### src/rtl/transmisor_hamming.sv
// SECDED link transmitter: encodes a nibble into an extended Hamming(7,4)
// codeword and sends it as a start/8 data/stop serial frame, LSB first.
`timescale 1ns/1ps
module transmisor_hamming #(
    parameter int CICLOS_POR_BIT = 4
) (
    input  logic       reloj,
    input  logic       reset,
    input  logic [3:0] dato,
    input  logic       valido,
    input  logic [7:0] mascara_error,
    output logic       listo,
    output logic       ocupado,
    output logic       tx,
    output logic [7:0] palabra_codificada,
    output logic       fin
);

    typedef enum logic [1:0] {
        REPOSO,
        INICIO,
        DATOS,
        PARADA
    } estado_t;

    localparam logic [7:0] ULTIMO = 8'(CICLOS_POR_BIT - 1);

    estado_t    estado, estado_n;
    logic [7:0] cnt, cnt_n;
    logic [2:0] bit_cnt, bit_n;
    logic [7:0] sh, sh_n;
    logic [7:0] palabra_n;
    logic [7:0] codigo;
    logic       tx_n, fin_n, ultimo;

    always_comb begin
        codigo    = 8'h00;
        codigo[3] = dato[0];
        codigo[5] = dato[1];
        codigo[6] = dato[2];
        codigo[7] = dato[3];
        codigo[1] = dato[0] ^ dato[1] ^ dato[3];
        codigo[2] = dato[0] ^ dato[2] ^ dato[3];
        codigo[4] = dato[1] ^ dato[2] ^ dato[3];
        codigo[0] = ^codigo[7:1];
    end

    assign ultimo = (cnt == ULTIMO);

    always_comb begin
        estado_n  = estado;
        cnt_n     = cnt;
        bit_n     = bit_cnt;
        sh_n      = sh;
        tx_n      = tx;
        fin_n     = 1'b0;
        palabra_n = palabra_codificada;
        unique case (estado)
            REPOSO: begin
                tx_n = 1'b1;
                if (valido) begin
                    palabra_n = codigo;
                    sh_n      = codigo ^ mascara_error;
                    cnt_n     = 8'd0;
                    bit_n     = 3'd0;
                    tx_n      = 1'b0;
                    estado_n  = INICIO;
                end
            end
            INICIO: begin
                if (ultimo) begin
                    cnt_n    = 8'd0;
                    tx_n     = sh[0];
                    estado_n = DATOS;
                end else begin
                    cnt_n = cnt + 8'd1;
                end
            end
            DATOS: begin
                if (ultimo) begin
                    cnt_n = 8'd0;
                    bit_n = bit_cnt + 3'd1;
                    sh_n  = {1'b0, sh[7:1]};
                    // Bit counter wrapping past 7 closes the data field
                    if (bit_cnt == 3'd7) begin
                        tx_n     = 1'b1;
                        estado_n = PARADA;
                    end else begin
                        tx_n = sh[1];
                    end
                end else begin
                    cnt_n = cnt + 8'd1;
                end
            end
            PARADA: begin
                if (ultimo) begin
                    cnt_n    = 8'd0;
                    fin_n    = 1'b1;
                    estado_n = REPOSO;
                end else begin
                    cnt_n = cnt + 8'd1;
                end
            end
            default: estado_n = REPOSO;
        endcase
    end

    always_ff @(posedge reloj or posedge reset) begin
        if (reset) begin
            estado             <= REPOSO;
            cnt                <= 8'd0;
            bit_cnt            <= 3'd0;
            sh                 <= 8'h00;
            tx                 <= 1'b1;
            fin                <= 1'b0;
            palabra_codificada <= 8'h00;
            listo              <= 1'b1;
            ocupado            <= 1'b0;
        end else begin
            estado             <= estado_n;
            cnt                <= cnt_n;
            bit_cnt            <= bit_n;
            sh                 <= sh_n;
            tx                 <= tx_n;
            fin                <= fin_n;
            palabra_codificada <= palabra_n;
            listo              <= (estado_n == REPOSO);
            ocupado            <= (estado_n != REPOSO);
        end
    end

endmodule
### config.mk
export PLATFORM = sky130hd
export DESIGN_NAME = transmisor_hamming
export DESIGN_NICKNAME = d
export VERILOG_FILES = /design/src/rtl/transmisor_hamming.sv
export SDC_FILE = /design/constraint.sdc
export NUM_CORES = 1
export LEC_CHECK = 0
export CAP_MARGIN = 15
export CORE_MARGIN = 5
export CORE_UTILIZATION = 56
export CTS_BUF_LIST = sky130_fd_sc_hd__clkbuf_8
export CTS_CLUSTER_DIAMETER = 150
export DETAILED_ROUTE_END_ITERATION = 6
export GPL_TIMING_DRIVEN = 0
export PLACE_DENSITY = 0.78
export SETUP_SLACK_MARGIN = 0.15
export SLEW_MARGIN = 20
export SYNTH_ARGS = -nofsm -noshare
export SYNTH_HDL_FRONTEND = slang
export SYNTH_SLANG_ARGS = --single-unit
export TNS_END_PERCENT = 5
### constraint.sdc
create_clock -name reloj -period 2.3 [get_ports reloj]
set_input_delay 0.23 -clock reloj [delete_from_list [all_inputs] [get_ports reloj]]
set_output_delay 0.23 -clock reloj [all_outputs]
set_load 0.05 [all_outputs]
==> results of run 1 <==
-- worst paths after layout --
check / to / slack, ns / cells after the start / from
max in group asynchronous: sh[7]$_DFFE_PP0P_ / 1.50 / 2 / reset
hold reg to reg: palabra_codificada[6]$_DFFE_PP0P_ / 0.50 / 1 / palabra_codificada[6]$_DFFE_PP0P_
min in group asynchronous: bit_cnt[2]$_DFFE_PP0P_ / 0.37 / 2 / reset
hold / removal: palabra_codificada[7]$_DFFE_PP0P_ / 0.29 / 2 / dato[3]
setup / recovery: sh[5]$_DFFE_PP0P_ / 0.28 / 7 / estado[0]$_DFF_PP0_
setup reg to reg: sh[5]$_DFFE_PP0P_ / 0.28 / 7 / estado[0]$_DFF_PP0_
-- where the power goes --
part	switching [W]	internal (W)	leakage (nW)	total, W
clock	0.000208	0.000349	0.0626	0.000556
sequential	0.000148	0.000808	0.411	0.000957
combinational	0.000862	0.000646	0.533	0.00151
-- timing repair --
action	CTS	global route
gates resized for setup	3	2
pin swaps	0	0
endpoints found under the setup margin	9	4
setup buffers	0	2
-- registers in the layout, indices dropped and copies added, names as in the netlist --
name and count:
ocupado 1, fin 1, cnt 8, palabra_codificada 8, tx 1, sh 8, bit_cnt 3, estado 2
listo 1
-- logic make-up after synthesis --
group           after synthesis  synth area share (%)
simple gates                 48                  13.7
flops                        33                  43.5
compound gates               19                  6.44
xor+xnor                     24                  13.0
buf+inv                      15                  3.88
mux                          22                  14.3
fa+ha+maj                     8                  5.26
-- per-stage QoR --
stage	power, W	setup slack [ns]
CTS	0.00303	0.279
detailed placement	0.00245	0.0193
global route	0.00321	0.195
floorplan	0.00204	0.358
finish	0.00302	0.284
global placement	0.00239	0.0753
-- routing by layer --
metal  wire (um)  vias up  share of wire (%)
met5           0        -                  0
met4          40        0                1.1
met3         122        4                3.3
met2        1870       22                 50
met1        1700      635                 46
li1            -      632                  -
-- worst max-delay path, delay by kind of cell (launching register included) --
kind	cells	cell delay, ns
flops	1	0.44
fa+ha+maj	1	0.16
compound gates	1	0.22
simple gates	1	0.20
mux	1	0.31
buf+inv	3	0.56
-- cells in the mapped netlist (all sizes together), types with 2 or more instances --
cell type / n
o21ai: 7
nand4: 4
nand3: 2
clkbuf: 3
nor2b: 3
dfstp: 2
mux2: 20
buf: 6
ha: 8
a21oi: 4
inv: 6
nand2b: 3
nor4b: 3
dfrtp: 31
nand2: 17
xor2: 10
xnor2: 14
and3: 3
nor2: 11
a211oi: 2
mux2i: 2
-- final cells by class --
cell class | instances | area [sq um]
plain buffers | 9 | 55.1
clock buffers | 6 | 82.6
clock inverters | 2 | 33.8
fillers | 266 | 991
inverters | 6 | 22.5
multi-input cells | 121 | 1000
flip-flops and latches | 33 | 828
well taps | 46 | 57.6
repair buffers | 24 | 235
==> results.sh, run 1 <==
export IMPL_status="finished, final reports clean"
export IMPL_clk_pin_slew_worst_paths_ns=0.07
export IMPL_syn_area_per_cell_sq_um=11.3
export IMPL_final_core_util_pct=70.1
export IMPL_cts_htree_levels=2
export IMPL_track_usage_pct=19.3
export IMPL_worstPathMaxFanout=10
export IMPL_gr_usage_met2_pct=31.8
export IMPL_globalplace_congestion=0.817
export IMPL_yosys_warnings=0
export IMPL_worstMarginPinSlew_ns=0.673
export IMPL_overflow=0
export IMPL_leakagePower_nw=1.01
export IMPL_fin_crit_sh_pct=87.7
export IMPL_max_slew_margin_pct=55.1
export IMPL_die_area_sq_um=4670
export IMPL_stdcell_area_sq_um=2320
export IMPL_vias=1293
export IMPL_firstDrtPassIters=4
export IMPL_finalMaxSlewViolations=0
export IMPL_cts_tree="built"
export IMPL_setup_worst_path_end_class="register"
export IMPL_tns_ns=0
export IMPL_synthesis_area_sq_um=1900
export IMPL_drive_gt1_share_pct=24.9
export IMPL_ys_ff_latch=33
export IMPL_path_cells="inv_1, ha_1, clkbuf_2, nand2_2, a22oi_2, buf_6, mux2_4"
export IMPL_ys_top_cells_by_area="dfrtp_1, mux2_2, xnor2_1, mux2_4, ha_1"
export IMPL_synth_edf_count=0
export IMPL_post_dp_cell_area_sq_um=2180
export IMPL_final_cell_mix="dfrtp_1, clkdlybuf4s50_1, nand2_1, xnor2_1, mux2_2"
export IMPL_worstPathArrival_ns=2.18
export IMPL_worstHoldPathType="input pin to register"
export IMPL_clock_latency_ns=0.28
export IMPL_clock_root_buffer="clkbuf_8"
export IMPL_max_vdd_ir_drop_uv=853
export IMPL_synthDistinctLibCells=37
export IMPL_use_met3_pct=4.11
export IMPL_drt_iter0_markers=151
export IMPL_fmax_mhz=496
export IMPL_core_sq_um=3310
export IMPL_num_rows=21
export IMPL_synth_top_area_share_pct=40.7
export IMPL_routedWlPerCell_um=15.1
export IMPL_synth_sequential_area_ratio_pct=43.5
export IMPL_critPathLaunchType="register"
export IMPL_viasPerCell=5.23
export IMPL_yosys_area_top_type="dfrtp_1"
export IMPL_synth_cells=169
export IMPL_setup_viol=0
export IMPL_hold_violations=0
export IMPL_cts_hold_buf=0
export IMPL_synth_fp_nets=192
export IMPL_crit_required_ns=2.46
export IMPL_layout_commonest_cell="dfrtp_1"
export IMPL_port_buffers=22
export IMPL_whs_ns=0.292
export IMPL_use_met1_pct=24.6
export IMPL_n_antenna_cell=0
export IMPL_die_height_um=68.3
export IMPL_postRouteAntennaNets=0
export IMPL_fin_skew_ns=0.00495
export IMPL_grt_pass1_wl_um=6640
export IMPL_drv_cap=0
export IMPL_wl_um=3730
export IMPL_clock_sinks=33
export IMPL_slowest_delay_ns=0.44
export IMPL_final_cell_count_no_fill=247
export IMPL_powerDensity_nw_per_um2=1300
export IMPL_area_growth_synth_to_final_pct=21.8
export IMPL_cts_buffers=5
export IMPL_dp_hpwl_um=2730
export IMPL_placed_cells=237
export IMPL_grt_max_degree=34
export IMPL_drc_errors=0
export IMPL_clock_path_buffers=2
export IMPL_grt_busiest_layer="met2"
export IMPL_async_reset_ff_share_pct=100
export IMPL_die_w_um=68.3
export IMPL_nNetsFinal=223
export IMPL_grt_pass1_vias=1413
export IMPL_start_util_pct=57.5
export IMPL_pin_count=27
export IMPL_critPathSlowestCell="dfrtp_1"
export IMPL_rsz0062_at_grt="no"
export IMPL_worstSetupPathType="register to register"
export IMPL_antenna_found_initial=0
export IMPL_synthFlopType="dfrtp_1"
export IMPL_finalCriticalPeriod_ns=2.02
Note: power is estimated with default switching activity, not from simulation.
==> inputs of run 2 (changes only) <==
--- a/config.mk
+++ b/config.mk
@@ -5,6 +5,7 @@
 export SDC_FILE = /design/constraint.sdc
 export NUM_CORES = 1
 export LEC_CHECK = 0
+export ABC_CLOCK_PERIOD_IN_PS = 2300
 export CAP_MARGIN = 15
 export CORE_MARGIN = 5
 export CORE_UTILIZATION = 56
==> results of run 2 <==
Same layout as run 1: the final DEF is identical, and so are final timing and power.
==> inputs of run 3 (changes only) <==
--- a/config.mk
+++ b/config.mk
@@ -5,15 +5,15 @@
 export SDC_FILE = /design/constraint.sdc
 export NUM_CORES = 1
 export LEC_CHECK = 0
-export ABC_CLOCK_PERIOD_IN_PS = 2300
+export ABC_CLOCK_PERIOD_IN_PS = 2400
 export CAP_MARGIN = 15
 export CORE_MARGIN = 5
-export CORE_UTILIZATION = 56
+export CORE_UTILIZATION = 60
 export CTS_BUF_LIST = sky130_fd_sc_hd__clkbuf_8
 export CTS_CLUSTER_DIAMETER = 150
 export DETAILED_ROUTE_END_ITERATION = 6
 export GPL_TIMING_DRIVEN = 0
-export PLACE_DENSITY = 0.78
+export PLACE_DENSITY = 0.83
 export SETUP_SLACK_MARGIN = 0.15
 export SLEW_MARGIN = 20
 export SYNTH_ARGS = -nofsm -noshare
==> constraint.sdc (replaced) <==
create_clock -name reloj -period 2.4 [get_ports reloj]
set_input_delay 0.24 -clock reloj [delete_from_list [all_inputs] [get_ports reloj]]
set_output_delay 0.24 -clock reloj [all_outputs]
set_load 0.05 [all_outputs]
==> run 3 against run 2 <==
  * Register-to-register slack gained 0.03 ns
  * Sequential power decreased by 4.7%
  * Cell area down 1.9%
  * Total power decreased by 8.8%
  * Non-clock buffer count is 2 lower
  * Core utilization is 4.4 points higher
  * Combinational power down 5%
  * Clock-buffer cell count did not move
  * Clock skew fell by 0.0014 ns
  * Setup slack improved by 0.026 ns
  * Sequential cell count stayed put
  * Critical path depth down 1
  * Largest power group unchanged
  * Highest routed layer unchanged
==> results.sh, run 3 (synthesis gave the netlist of run 1 again) <==
export IMPL_status="finished, final reports clean"
export IMPL_fill_cells=219
export IMPL_clock_latency_ns=0.28
export IMPL_worstPathArrival_ns=2.26
export IMPL_worstHoldEndpoint="palabra_codificada[7]$_DFFE_PP0P_"
export IMPL_vias=1319
export IMPL_fmax_mhz=478
export IMPL_routedWlPerCell_um=14.5
export IMPL_cts_buffers=5
export IMPL_crit_required_ns=2.57
export IMPL_cts_hold_buf=0
export IMPL_path_cells="inv_1, ha_1, buf_1, clkbuf_2, o21ai_0, mux2_4"
export IMPL_setup_worst_path_end_class="register"
export IMPL_viasPerCell=5.43
export IMPL_clock_path_buffers=2
export IMPL_whs_ns=0.290
export IMPL_globalplace_congestion=0.831
export IMPL_antenna_found_initial=0
export IMPL_post_cts_setup_buffers=0
export IMPL_max_slew_margin_pct=56.5
export IMPL_track_usage_pct=18.6
export IMPL_dp_hpwl_um=2610
export IMPL_reg2reg_depth=6
export IMPL_slowest_delay_ns=0.44
export IMPL_port_buffers=22
export IMPL_finalCriticalPeriod_ns=2.09
export IMPL_hp_start="dato[3]"
export IMPL_drt_iter0_markers=85
export IMPL_worst_path_buf_inv=3
export IMPL_fin_skew_ns=0.00358
export IMPL_worstHoldPathType="input pin to register"
export IMPL_final_cell_mix="dfrtp_1, clkdlybuf4s50_1, nand2_1, xnor2_1, mux2_2"
export IMPL_final_core_util_pct=74.5
export IMPL_critPathSlowestCell="dfrtp_1"
export IMPL_finalMaxSlewViolations=0
export IMPL_pin_count=27
export IMPL_pre_cts_ws_ns=0.0787
export IMPL_whs_path_depth=2
export IMPL_crit_cells=6
export IMPL_overflow=0
export IMPL_worstMarginPinSlew_ns=0.652
export IMPL_powerDensity_nw_per_um2=1210
export IMPL_grt_max_degree=34
export IMPL_fin_crit_sh_pct=87.1
export IMPL_cts_htree_levels=2
export IMPL_leakagePower_nw=0.983
export IMPL_worstSetupPathType="register to register"
export IMPL_grt_pass1_vias=1364
export IMPL_clock_sinks=33
export IMPL_n_antenna_cell=0
export IMPL_setup_ws_ns=0.310
export IMPL_nNetsFinal=221
export IMPL_worstPathMaxFanout=10
export IMPL_rrSetupSlack_ns=0.31
export IMPL_tns_ns=0
export IMPL_top_regs="cnt: 8 flops, palabra_codificada: 8 flops, sh: 8 flops"
export IMPL_wl_um=3530
export IMPL_clk_pin_slew_worst_paths_ns=0.06
export IMPL_die_w_um=66.3
export IMPL_drive_gt1_share_pct=23.1
export IMPL_setup_viol=0
export IMPL_die_height_um=66.3
export IMPL_reg2reg_from="estado[0]$_DFF_PP0_"
export IMPL_die_area_sq_um=4400
export IMPL_layout_commonest_cell="dfrtp_1"
export IMPL_grt_pass1_wl_um=6110
export IMPL_max_vdd_ir_drop_uv=872
export IMPL_postRouteAntennaNets=0
export IMPL_reg2reg_to="sh[5]$_DFFE_PP0P_"
export IMPL_p_total_w=0.00276
export IMPL_crit_family="buffers and inverters"
export IMPL_core_sq_um=3050
export IMPL_num_rows=20
export IMPL_cts_tree="built"
export IMPL_drc_errors=0
export IMPL_hold_violations=0
export IMPL_area_growth_synth_to_final_pct=19.4
export IMPL_critPathLaunchType="register"
export IMPL_rsz0062_at_grt="no"
export IMPL_firstDrtPassIters=4
export IMPL_clock_root_buffer="clkbuf_8"
export IMPL_drv_cap=0
export IMPL_start_util_pct=62.4
[run 3: worst max path at each step]
stage	startpoint	endpoint
detailed placement	estado[0]$_DFF_PP0_	bit_cnt[0]$_DFFE_PP0P_
global placement	estado[0]$_DFF_PP0_	sh[4]$_DFFE_PP0P_
CTS	estado[0]$_DFF_PP0_	sh[5]$_DFFE_PP0P_
global route	estado[0]$_DFF_PP0_	sh[5]$_DFFE_PP0P_
floorplan	estado[0]$_DFF_PP0_	bit_cnt[0]$_DFFE_PP0P_
finish	estado[0]$_DFF_PP0_	sh[5]$_DFFE_PP0P_
[run 3: metal layers]
metal  GRT usage (%)  part of all wire (%)  vias to the layer above
li1                -                     -                      632
met1            22.2                    44                      648
met2            30.7                    48                       29
met3            5.95                   5.3                       10
met4            7.61                   1.9                        0
met5               0                     0                        -
[run 3: timing repair]
item / 4_1_cts / 5_1_grt
cloned: 0 / 0
endpoints found under the setup margin: 7 / 8
gates resized for setup: 1 / 4
[run 3: where the power goes]
part,switching (W),internal [W],total [W]
logic,0.000816,0.000611,0.00143
clock network,0.000193,0.000225,0.000418
registers,0.000137,0.000775,0.000912
[run 3: worst register-to-register path: cells and delay by family, from the launching register on]
family	cells	cell delay [ns]
adders and majority gates	1	0.23
AOI/OAI and AO/OA	1	0.15
DFF	1	0.44
muxes	1	0.27
buffers and inverters	3	0.89
[run 3: area by class of cell]
| type | instances | area, sq um | share of cell area, % |
|---|---|---|---|
| timing repair buffer | 22 | 220 | 9.68 |
| clock buffer | 6 | 82.6 | 3.63 |
| multi-input combinational | 121 | 1000 | 44.2 |
| inverter | 6 | 22.5 | 0.990 |
| sequential | 33 | 828 | 36.4 |
| tap | 44 | 55.1 | 2.42 |
| clock inverter | 2 | 7.51 | 0.330 |
| buffer | 9 | 53.8 | 2.37 |
[run 3: metrics by stage]
stage / std cells / area, sq um
final: 243 / 2270
after global routing: 243 / 2270
after CTS: 243 / 2270
after detailed placement: 235 / 2180
after global placement: 235 / 2180
after floorplan: 169 / 1900
